## src/rtl/fe_fetch_queue.sv

```systemverilog
// Instruction-fetch front end: sequential PC generation, 1-cycle imem interface,
// DEPTH-entry {pc,isn} queue with valid/ready output, redirect and halt support.
// Optional performance counters are enabled by defining FE_PERF_CNT_EN.
module fe_fetch_queue #(
  parameter int unsigned     XLEN     = 32,
  parameter int unsigned     ILEN     = 32,
  parameter int unsigned     DEPTH    = 4,
  parameter logic [XLEN-1:0] RESET_PC = '0,
  parameter int unsigned     PC_STEP  = 4
) (
  input  logic            clk,
  input  logic            rst_n,
  output logic            imem_req,
  output logic [XLEN-1:0] imem_addr,
  input  logic [ILEN-1:0] imem_rdata,
  input  logic            redirect_valid,
  input  logic [XLEN-1:0] redirect_pc,
  input  logic            fe_halt,
  input  logic            de_ready,
  output logic            fe_valid,
  output logic [XLEN-1:0] fe_pc,
  output logic [ILEN-1:0] fe_isn
`ifdef FE_PERF_CNT_EN
  ,
  output logic [31:0]     fe_stall_cnt,
  output logic [31:0]     fe_empty_cnt
`endif
);

  localparam int unsigned PTR_W = (DEPTH > 1) ? $clog2(DEPTH) : 1;
  localparam int unsigned CNT_W = PTR_W + 1;

  typedef enum logic [1:0] {
    ST_BOOT  = 2'd0,
    ST_RUN   = 2'd1,
    ST_FLUSH = 2'd2
  } state_e;

  state_e            state_q, state_d;
  logic [XLEN-1:0]   fetch_pc_q, fetch_pc_d;
  logic              inflight_q, inflight_d;
  logic [XLEN-1:0]   addr_q, addr_d;
  logic [PTR_W-1:0]  head_q, head_d;
  logic [PTR_W-1:0]  tail_q, tail_d;
  logic [CNT_W-1:0]  count_q, count_d;
  logic [XLEN-1:0]   pc_mem_q  [DEPTH];
  logic [ILEN-1:0]   isn_mem_q [DEPTH];

  logic              issue;
  logic              push;
  logic              pop;
  logic [CNT_W:0]    occ;

  // Next-state, issue, handshake and queue pointer logic
  always_comb begin
    state_d    = state_q;
    fetch_pc_d = fetch_pc_q;
    inflight_d = 1'b0;
    addr_d     = addr_q;
    head_d     = head_q;
    tail_d     = tail_q;
    count_d    = count_q;
    issue      = 1'b0;
    push       = 1'b0;
    pop        = 1'b0;
    imem_req   = 1'b0;
    fe_valid   = 1'b0;
    occ        = (CNT_W+1)'(count_q) + (CNT_W+1)'(inflight_q);

    case (state_q)
      ST_BOOT: begin
        state_d = ST_RUN;
      end
      ST_RUN, ST_FLUSH: begin
        state_d = ST_RUN;
        issue   = ~fe_halt & ~redirect_valid & (occ < (CNT_W+1)'(DEPTH));
      end
      default: begin
        state_d = ST_RUN;
      end
    endcase

    fe_valid = (count_q != '0) & ~redirect_valid;
    pop      = fe_valid & de_ready;
    // The response landing in FLUSH belongs to the discarded path
    push     = inflight_q & (state_q != ST_FLUSH);

    if (issue) begin
      imem_req   = 1'b1;
      fetch_pc_d = fetch_pc_q + XLEN'(PC_STEP);
      inflight_d = 1'b1;
      addr_d     = fetch_pc_q;
    end

    if (redirect_valid) begin
      // Redirect clears the queue and drops the response arriving this cycle
      fetch_pc_d = redirect_pc;
      state_d    = inflight_q ? ST_FLUSH : ST_RUN;
      head_d     = '0;
      tail_d     = '0;
      count_d    = '0;
      push       = 1'b0;
    end else begin
      head_d  = head_q + PTR_W'(pop);
      tail_d  = tail_q + PTR_W'(push);
      count_d = count_q + CNT_W'(push) - CNT_W'(pop);
    end
  end

  // Control and pointer registers
  always_ff @(posedge clk or negedge rst_n) begin
    if (!rst_n) begin
      state_q    <= ST_BOOT;
      fetch_pc_q <= RESET_PC;
      inflight_q <= 1'b0;
      addr_q     <= '0;
      head_q     <= '0;
      tail_q     <= '0;
      count_q    <= '0;
    end else begin
      state_q    <= state_d;
      fetch_pc_q <= fetch_pc_d;
      inflight_q <= inflight_d;
      addr_q     <= addr_d;
      head_q     <= head_d;
      tail_q     <= tail_d;
      count_q    <= count_d;
    end
  end

  // Queue storage, written at the tail on each accepted response
  always_ff @(posedge clk or negedge rst_n) begin
    if (!rst_n) begin
      for (int i = 0; i < int'(DEPTH); i++) begin
        pc_mem_q[i]  <= '0;
        isn_mem_q[i] <= '0;
      end
    end else if (push) begin
      pc_mem_q[tail_q]  <= addr_q;
      isn_mem_q[tail_q] <= imem_rdata;
    end
  end

  assign imem_addr = fetch_pc_q;
  assign fe_pc     = pc_mem_q[head_q];
  assign fe_isn    = isn_mem_q[head_q];

`ifdef FE_PERF_CNT_EN
  logic [31:0] stall_cnt_q;
  logic [31:0] empty_cnt_q;

  // Saturating stall / empty cycle counters
  always_ff @(posedge clk or negedge rst_n) begin
    if (!rst_n) begin
      stall_cnt_q <= '0;
      empty_cnt_q <= '0;
    end else begin
      if (fe_valid && !de_ready && (stall_cnt_q != 32'hFFFF_FFFF)) begin
        stall_cnt_q <= stall_cnt_q + 32'd1;
      end
      if ((state_q == ST_RUN) && (count_q == '0) && !redirect_valid &&
          (empty_cnt_q != 32'hFFFF_FFFF)) begin
        empty_cnt_q <= empty_cnt_q + 32'd1;
      end
    end
  end

  assign fe_stall_cnt = stall_cnt_q;
  assign fe_empty_cnt = empty_cnt_q;
`endif

endmodule

```

## config.mk

```make
export PLATFORM = sky130hd
export DESIGN_NAME = fe_fetch_queue
export DESIGN_NICKNAME = d
export VERILOG_FILES = /design/src/rtl/fe_fetch_queue.sv
export SDC_FILE = /design/constraint.sdc
export NUM_CORES = 1
export LEC_CHECK = 0
export ABC_AREA = 1
export BUFFER_PORTS_ARGS = -buffer_cell sky130_fd_sc_hd__buf_2
export CAP_MARGIN = 20
export CORE_MARGIN = 8
export CORE_UTILIZATION = 50
export DETAILED_ROUTE_END_ITERATION = 8
export HOLD_SLACK_MARGIN = 0.12
export PLACE_DENSITY = 0.7
export SLEW_MARGIN = 20
export SYNTH_ARGS = -nofsm -noshare
export SYNTH_HDL_FRONTEND = slang
export SYNTH_SLANG_ARGS = --single-unit
```

## constraint.sdc

```tcl
create_clock -name clk -period 2.37 [get_ports clk]
set_input_delay 0.474 -clock clk [delete_from_list [all_inputs] [get_ports clk]]
set_output_delay 0.474 -clock clk [all_outputs]
set_load 0.02 [all_outputs]
```

### Word-level counts from Yosys, hierarchy flattened

Index checks and enable logic that the tools add are counted.

* input port bits: 69
* logic and storage cells: 61
* output and inout port bits: 98
* bits in registers: 330

* mux-type cells: 20
* equal/unequal tests: 3
* bitwise logic cells: 9
* order comparisons: 4
* add/sub/neg operators: 6
* reduce and logical (&&, ||, !) cells: 4

Operators by type and width (number)
* bitwise mux 128 bit: 2
* two-way mux 32 bit: 7
* binary-select mux 32 bit (select 2 bit): 2
* demux 32 bit (select 2 bit): 1
* adder 32 x 3 -> 32 bit (second input constant): 1
* two-way mux 2 bit: 4
* greater-or-equal comparator 3 bit (second input constant): 2
* inverter 2 -> 3 bit: 2
* bitwise AND 1 bit: 5
* adder 2 x 1 -> 2 bit: 2
* adder 3 x 1 -> 4 bit: 1
* less-than comparator 4 x 3 -> 1 bit (second input constant): 1
* adder 3 x 1 -> 3 bit: 1
* less-than comparator 3 x 1 -> 1 bit (second input constant): 1
* two-way mux 1 bit: 3
* two-way mux 3 bit: 1
* nonzero test 3 bit: 1
* subtractor 3 x 1 -> 3 bit: 1
* == test 2 x 1 -> 1 bit (second input constant): 1
* == test 2 bit (second input constant): 1
* != test 2 bit (second input constant): 1
* inverter 1 bit: 2
* nonzero test 2 bit: 1
* OR reduction 2 bit: 1
* logical AND 1 bit: 1

### Logic depth before layout (Yosys ltp)

Gate-level depths: netlist (run 1).

* word-level depth: 6
* gate-level depth with buffers: 11
* mapped depth without buffers: 11

### Least setup slack after synthesis (run 1)

No wires, ideal clock.

* path kind: input to register
* from: input redirect_valid
* to: register count_q[2]
* setup time: 0.132 ns
* stages on the path: 10
* arrival: 2.207 ns
* path slack: 0.032 ns
* path buffers: 1
* data required time: 2.238 ns
* cell sequence: buf_2 > a21oi_1 > and2_1 > ha_1 > inv_1 > ha_1 > inv_1 > fa_1 > xnor2_1 > nor2_1

* word-level cells in the longest chain between the ends: 5

Ends and longest elaborated chain
* start, declared: RTL line 16 `input logic redirect_valid,`
* inverter 1 bit: RTL line 83 `fe_valid = (count_q != '0) & ~redirect_valid;`
* bitwise AND 1 bit: RTL line 83
* via fe_valid: RTL line 20 `output logic fe_valid,`
* bitwise AND 1 bit: RTL line 84 `pop = fe_valid & de_ready;`
* subtractor 3 x 1 -> 3 bit: RTL line 106 `count_d = count_q + CNT_W'(push) - CNT_W'(pop);`
* two-way mux 3 bit: RTL line 95 `if (redirect_valid) begin`
* via count_d[2]: RTL line 45 `logic [CNT_W-1:0] count_q, count_d;`
* end signal, assigned: RTL line 127 `count_q <= count_d;`
* end, declared: RTL line 45

The timed path passes the listed nets, and every way through them passes these cells.
A chain may end at the register's enable or synchronous reset.

### Worst setup path after layout (run 1)

* from: register head_q[0]
* to: output fe_pc[19]

* word-level cells in the longest chain between the ends: 4

Ends and longest elaborated chain
* start, declared: RTL line 43 `logic [PTR_W-1:0] head_q, head_d;`
* start signal, assigned: RTL line 117 `head_q <= '0;`
* start signal, assigned: RTL line 125 `head_q <= head_d;`
* inverter 2 -> 3 bit (not written as such): RTL line 145 `assign fe_pc = pc_mem_q[head_q];`
* binary-select mux 32 bit (select 2 bit): RTL line 145
* two-way mux 32 bit (not written as such) (2 in series): RTL line 145
* end, declared: RTL line 21 `output logic [XLEN-1:0] fe_pc,`

No other way between the ends. The select of a mux whose other input is x is not followed.

==> results.cfg, run 1 <==
[worst_setup_path]
startpoint_type = flip-flop
startpoint = head_q[0]
critPathRequiredTime_ns = 1.90
r2r_end = count_q[2]
critPathMaxFanout = 20
worst-r2r-cell-count = 10
r2r_slack_ns = 0.34
critPathArrivalTime_ns = 1.97
cp-end-kind = output pin
crit_type = flip-flop to output pin
rr_startpoint = count_q[1]
crit_path_end = fe_pc[19]

[flow_run]
maxCapViolCount = 0

[synthesis]
yosysWarnings = 0
ys_seq_area_share_pct = 56.0
synth_cell_types = 24
synth_fp_nets = 1872
ys_async_sr_fraction_pct = 100
syn_inst = 1795
netlist_area_um2 = 14700
synth_flop_cell = dfrtp_1
synth_edf_count = 0
ys_ff_latch = 330
syn_area_per_cell_um2 = 8.21

[sta]
fin_hold_ws_ns = 0.168
max_freq_ghz = 0.409
finalCritPeriodShare_pct = 103
tns_ns = -0.361
tightest_slew_ns = 0.450
rsz0062_at_grt = true
worst_slack_ns = -0.0771
slew_headroom_pct = 69.9
setup_viol_count_final = 14
fin_crit_ns = 2.45
hold_viol_final = 0
slew_violations = 0
skew_ns = 0.0145

[global_route]
grt_max_degree = 103
antenna_found_initial = 0
track_usage_pct = 21.9
grt_pass1_vias = 12700
gr-total-overflow = 0
grt_pass1_wl_um = 64700

[routing]
vias = 12600
antenna_left = 0
wl_um = 40000
wire_per_inst_um = 17.1
drt_first_pass_iters = 5
route.detailed.drc = 0
drtIter0Drc = 1180
viasPerCell = 5.39

[floorplan]
num_rows = 63
start_util_pct = 50.3
io_pins = 167
die_h_um = 188
dieArea_um2 = 35200
core_um2 = 29300
chipWidth_um = 188

[clock_tree]
root_buffer = clkbuf_16
cts-buffers-inserted = 36
cts_buffer_depth = 3
worstSkewPairLatency_ns = 0.51
cts_tree = built
htree_levels = 2
clock-sinks = 330
clk_pin_slew_ns = 0.06

[pwr]
power.leakage_uw = 0.00888
peakVddDrop_uv = 538
power_density_nw_per_um2 = 1120

[finish]
multi_input_area_um2 = 5780
layout_commonest_cell = nand2_1
fin_nets = 2005
diodes = 0
fin_util_pct = 61.6
regArea_um2 = 8260
finalInstanceArea_um2 = 18100
drive_above_1_share_pct = 16.7
syn_to_final_growth_pct = 22.6
layout_common_cells = nand2_1, o21ai_0, dfrtp_1
fillers = 2584

[placed_design]
dpl_cell_area_um2 = 16100
gp_congestion = 0.831
port_buffers = 166
dp_hpwl_um = 23800

[outcome]
status = finished with violations
violations = setup timing

[hold_path]
hold_class = input port to flip-flop
==> worst min path at each step <==
stage,start,endpoint,slack [ns],depth (start not counted)
floorplan,rst_n,addr_q[0],0.18,0
global placement,rst_n,isn_mem_q[111],0.43,1
detailed placement,rst_n,isn_mem_q[15],0.43,1
CTS,redirect_pc[1],imem_addr[1],0.16,3
global route,redirect_pc[2],imem_addr[2],0.17,3
finish,redirect_pc[1],imem_addr[1],0.17,3
==> synth_stat cells (5+ instances only) <==
cell type  number  area, µm²
a21oi_1         5       25.0
buf_1           5       18.8
buf_2          22        110
clkbuf_1       90        338
dfrtp_1       330       8260
ha_1            7       87.6
inv_1         123        462
nand2_1       440       1650
nand3_1        77        385
nor2_1        181        679
o21ai_0       420       2100
o21ai_1         7       35.0
o22ai_1        64        400
xnor2_1         5       43.8
==> timing repair <==
| action | 4_1_cts | 5_1_grt |
|---|---|---|
| hold endpoints to repair | 49 | 0 |
| pin swaps | 8 | 10 |
| gates cloned | 5 | 7 |
| setup buffers | 1 | 3 |
| setup endpoints to repair | 36 | 60 |
| hold buffers | 1 | 0 |
| resized for setup | 60 | 86 |
==> through the flow <==
stage,power [µW],setup slack (ns),cells
after CTS,19900,-0.0342,2335
after floorplan,11500,0.0316,1795
after global routing,21500,-0.162,2345
after global placement,13500,0.304,2263
after detailed placement,13700,0.266,2263
final,20200,-0.0771,2345
==> worst max-delay path, cell delays in order (launching register included) <==
cell	delay (ns)
dfrtp_4	0.55
clkinv_8	0.12
bufbuf_16	0.31
nor2_1	0.06
o22ai_1	0.23
buf_4	0.20
==> flip-flops by register name, indices dropped and copies added (netlist names) <==
| name | flops |
|---|---|
| pc_mem_q | 128 |
| addr_q | 32 |
| tail_q | 2 |
| head_q | 2 |
| imem_addr | 32 |
| state_q | 2 |
| inflight_q | 1 |
| count_q | 3 |
| isn_mem_q | 128 |
==> layer usage <==
metal / GRT usage, % / up-vias / part of all wire (%)
met5: 0 / - / 0
met4: 4.85 / 0 / 1.4
met3: 4.49 / 44 / 6.5
met2: 34.2 / 407 / 46
met1: 31.2 / 6049 / 46
li1: - / 6143 / -
==> logic make-up after synthesis <==
family	Yosys count	synth area share, %
AND/OR/NAND/NOR	707	18.9
AO/OA/AOI/OAI	497	17.4
flip-flops	330	56.0
buffers and inverters	244	6.40
XOR/XNOR	9	0.535
adder cells (fa/ha/maj)	8	0.730
==> final cells by class <==
class,instances,share of cell area (%)
clock inverter,11,0.699
sequential,330,45.7
multi-input combinational,1221,32.0
tap,390,2.70
timing repair buffer,212,10.2
inverter,127,2.71
clock buffer,54,6.03
==> power by group <==
part	switching, µW	internal, µW	leakage [µW]
sequential	963	7110	0.00436
clock	2260	3410	0.000600
combinational	3920	2590	0.00392
total	7140	13100	0.00888
No activity file was read; power rests on OpenSTA's default activity.
==> run 2, diff against run 1 <==
--- a/config.mk
+++ b/config.mk
@@ -5,14 +5,13 @@
 export SDC_FILE = /design/constraint.sdc
 export NUM_CORES = 1
 export LEC_CHECK = 0
-export ABC_AREA = 1
 export BUFFER_PORTS_ARGS = -buffer_cell sky130_fd_sc_hd__buf_2
 export CAP_MARGIN = 20
 export CORE_MARGIN = 8
 export CORE_UTILIZATION = 50
 export DETAILED_ROUTE_END_ITERATION = 8
 export HOLD_SLACK_MARGIN = 0.12
-export PLACE_DENSITY = 0.7
+export PLACE_DENSITY = 0.73
 export SLEW_MARGIN = 20
 export SYNTH_ARGS = -nofsm -noshare
 export SYNTH_HDL_FRONTEND = slang
==> constraint.sdc (replaced) <==
create_clock -name clk -period 2.1 [get_ports clk]
set_input_delay 0.42 -clock clk [delete_from_list [all_inputs] [get_ports clk]]
set_output_delay 0.42 -clock clk [all_outputs]
set_load 0.02 [all_outputs]
==> run 2 against run 1 <==
Compared with the run above: the run still ends with setup timing left; clock power up 16%; setup slack got worse by 0.37 ns; sequential cell count unchanged; wire length shrank 11%.
==> results.cfg, run 2 <==
[outcome]
status = finished with violations
violations = setup timing

[synthesis]
ys_ff_latch = 330
synth_fp_nets = 1022
synth_cell_types = 43
yosysMostFrequentCell = dfrtp_1
syn_area_per_cell_um2 = 15.5
yosys-top-cells-count = dfrtp_1, mux2_2, mux4_2
netlist_area_um2 = 14600
yosysWarnings = 0
synth_flop_cell = dfrtp_1
syn_inst = 945
synth_edf_count = 0
ys_seq_area_share_pct = 56.4
ys_async_sr_fraction_pct = 100
synth_top_area_share_pct = 56.4
synth.area.top_cells = dfrtp_1, mux2_2, mux4_2, mux2_4, buf_2
synth_top_cell_by_area = dfrtp_1

[sta]
fin_hold_ws_ns = 0.140
tightest_slew_ns = 0.514
finalCritPeriodShare_pct = 121
hold_viol_final = 0
skew_ns = 0.0190
rsz0062_at_grt = true
slew_violations = 0
slew_headroom_pct = 65.7
tns_ns = -22.32
setup_viol_count_final = 101
max_freq_ghz = 0.392
fin_crit_ns = 2.55
worst_slack_ns = -0.451

[placed_design]
gp_congestion = 0.806
port_buffers = 166
place_ws_ns = -0.218
dpl_cell_area_um2 = 16400
dp_hpwl_um = 22600

[clock_tree]
cts-buffers-inserted = 36
htree_levels = 2
clock-sinks = 330
clk_pin_slew_ns = 0.06
cts_tree = built
root_buffer = clkbuf_16
worstSkewPairLatency_ns = 0.51
cts_buffer_depth = 3

[routing]
wl_um = 35800
drt_first_pass_iters = 4
route.detailed.drc = 0
vias = 9129
antenna_left = 0
wire_per_inst_um = 22.2
viasPerCell = 5.67
drtIter0Drc = 537

[floorplan]
die_h_um = 187
core_um2 = 28800
num_rows = 62
dieArea_um2 = 35000
start_util_pct = 50.9
io_pins = 167
chipWidth_um = 187

[worst_setup_path]
critPathArrivalTime_ns = 2.13
critPathMaxFanout = 3
critPathRequiredTime_ns = 1.68
cp-end-kind = output pin
crit_type = flip-flop to output pin
startpoint_type = flip-flop

[finish]
drive_above_1_share_pct = 57.3
regArea_um2 = 8270
diodes = 0
multi_input_area_um2 = 6240
syn_to_final_growth_pct = 28.9
finalInstanceArea_um2 = 18900
fin_util_pct = 65.6
reg_top3 = isn_mem_q x128, pc_mem_q x128
layout_commonest_cell = dfrtp_1
fillers = 2017
layout_common_cells = dfrtp_1, mux2_2, buf_2
fin_nets = 1276

[flow_run]
maxCapViolCount = 0

[global_route]
track_usage_pct = 20.4
gr-total-overflow = 0
busiest_layer = met2
grtUsageMet1_pct = 27.3
grt_pass1_wl_um = 57400
use_met3_pct = 3.54
grt_max_degree = 54
grt_pass1_vias = 10100
grt.met2_usage_pct = 34.0
antenna_found_initial = 0

[pwr]
power.leakage_uw = 0.00876
peakVddDrop_uv = 763
power_density_nw_per_um2 = 1220

[hold_path]
hold_class = input port to flip-flop
-- run 2: changes by cell type after synthesis, moves of 64 or more --
cell / before / now
mux4_2: 0 / 64
nand2_1: 440 / 34
nor2_1: 181 / 12
mux2_2: 0 / 259
o22ai_1: 64 / 0
clkbuf_1: 90 / 21
inv_1: 123 / 9
o21ai_0: 420 / 23
nand3_1: 77 / 12
-- run 2: worst paths after layout --
path,cells past startpoint,slack [ns],startpoint,endpoint
max,6,-0.45,count_q[1],imem_req
min,2,0.14,redirect_pc[5],imem_addr[5]
max reg2reg,14,-0.28,count_q[1],count_q[2]
min reg2reg,1,0.49,isn_mem_q[100],isn_mem_q[100]
max in group asynchronous,3,0.96,rst_n,pc_mem_q[121]
min in group asynchronous,2,0.43,rst_n,isn_mem_q[1]
-- run 2: cell type report --
class                      count  share of cell area, %
sequential                   330                   43.8
multi-input combinational    548                   33.1
timing repair buffer         274                   13.8
clock buffer                  54                   5.72
tap                          384                   2.55
clock inverter                11                  0.908
inverter                       9                  0.199
-- run 2: through the flow --
stage | power (µW) | cells
3_5_place_dp | 15100 | 1501
4_1_cts | 23000 | 1603
2_1_floorplan | 12900 | 945
6_report | 23000 | 1610
3_3_place_gp | 14800 | 1501
5_1_grt | 24100 | 1610
-- run 2: logic make-up (layout without fill, tap and decap cells) --
| family | after synthesis | count (layout) | synth area share [%] |
|---|---|---|---|
| multiplexers | 360 | 360 | 33.4 |
| buffers and inverters | 67 | 348 | 2.12 |
| XOR/XNOR | 27 | 27 | 1.61 |
| AND/OR/NAND/NOR | 122 | 122 | 4.56 |
| flip-flops | 330 | 330 | 56.4 |
| AO/OA/AOI/OAI | 31 | 31 | 1.22 |
| adder cells (fa/ha/maj) | 8 | 8 | 0.735 |
-- run 2: timing repair --
action / 4_1_cts / 5_1_grt
pin swaps: 7 / 5
setup endpoints to repair: 103 / 219
hold buffers: 12 / 0
setup buffers: 20 / 10
gates resized for setup: 145 / 59
hold endpoints to repair: 54 / 0
gates cloned: 5 / 3
-- run 2: where the power goes --
part           internal [µW]  switching (µW)
registers               7990            1100
logic                   4240            3080
clock network           4060            2530
-- run 2: metal layers --
metal  part of all wire [%]  vias to the layer above
met5                      0                        -
met4                    2.1                        0
met3                    5.4                       50
met2                     50                      252
met1                     43                     4813
li1                       -                     4014
-- run 2: critical path, stage by stage, from the launching register on --
cell and delay (ns):
dfrtp_1 0.40, ha_2 0.18, or3_4 0.33, o211a_2 0.14, or3_4 0.35, clkinvlp_4 0.10, buf_6 0.12
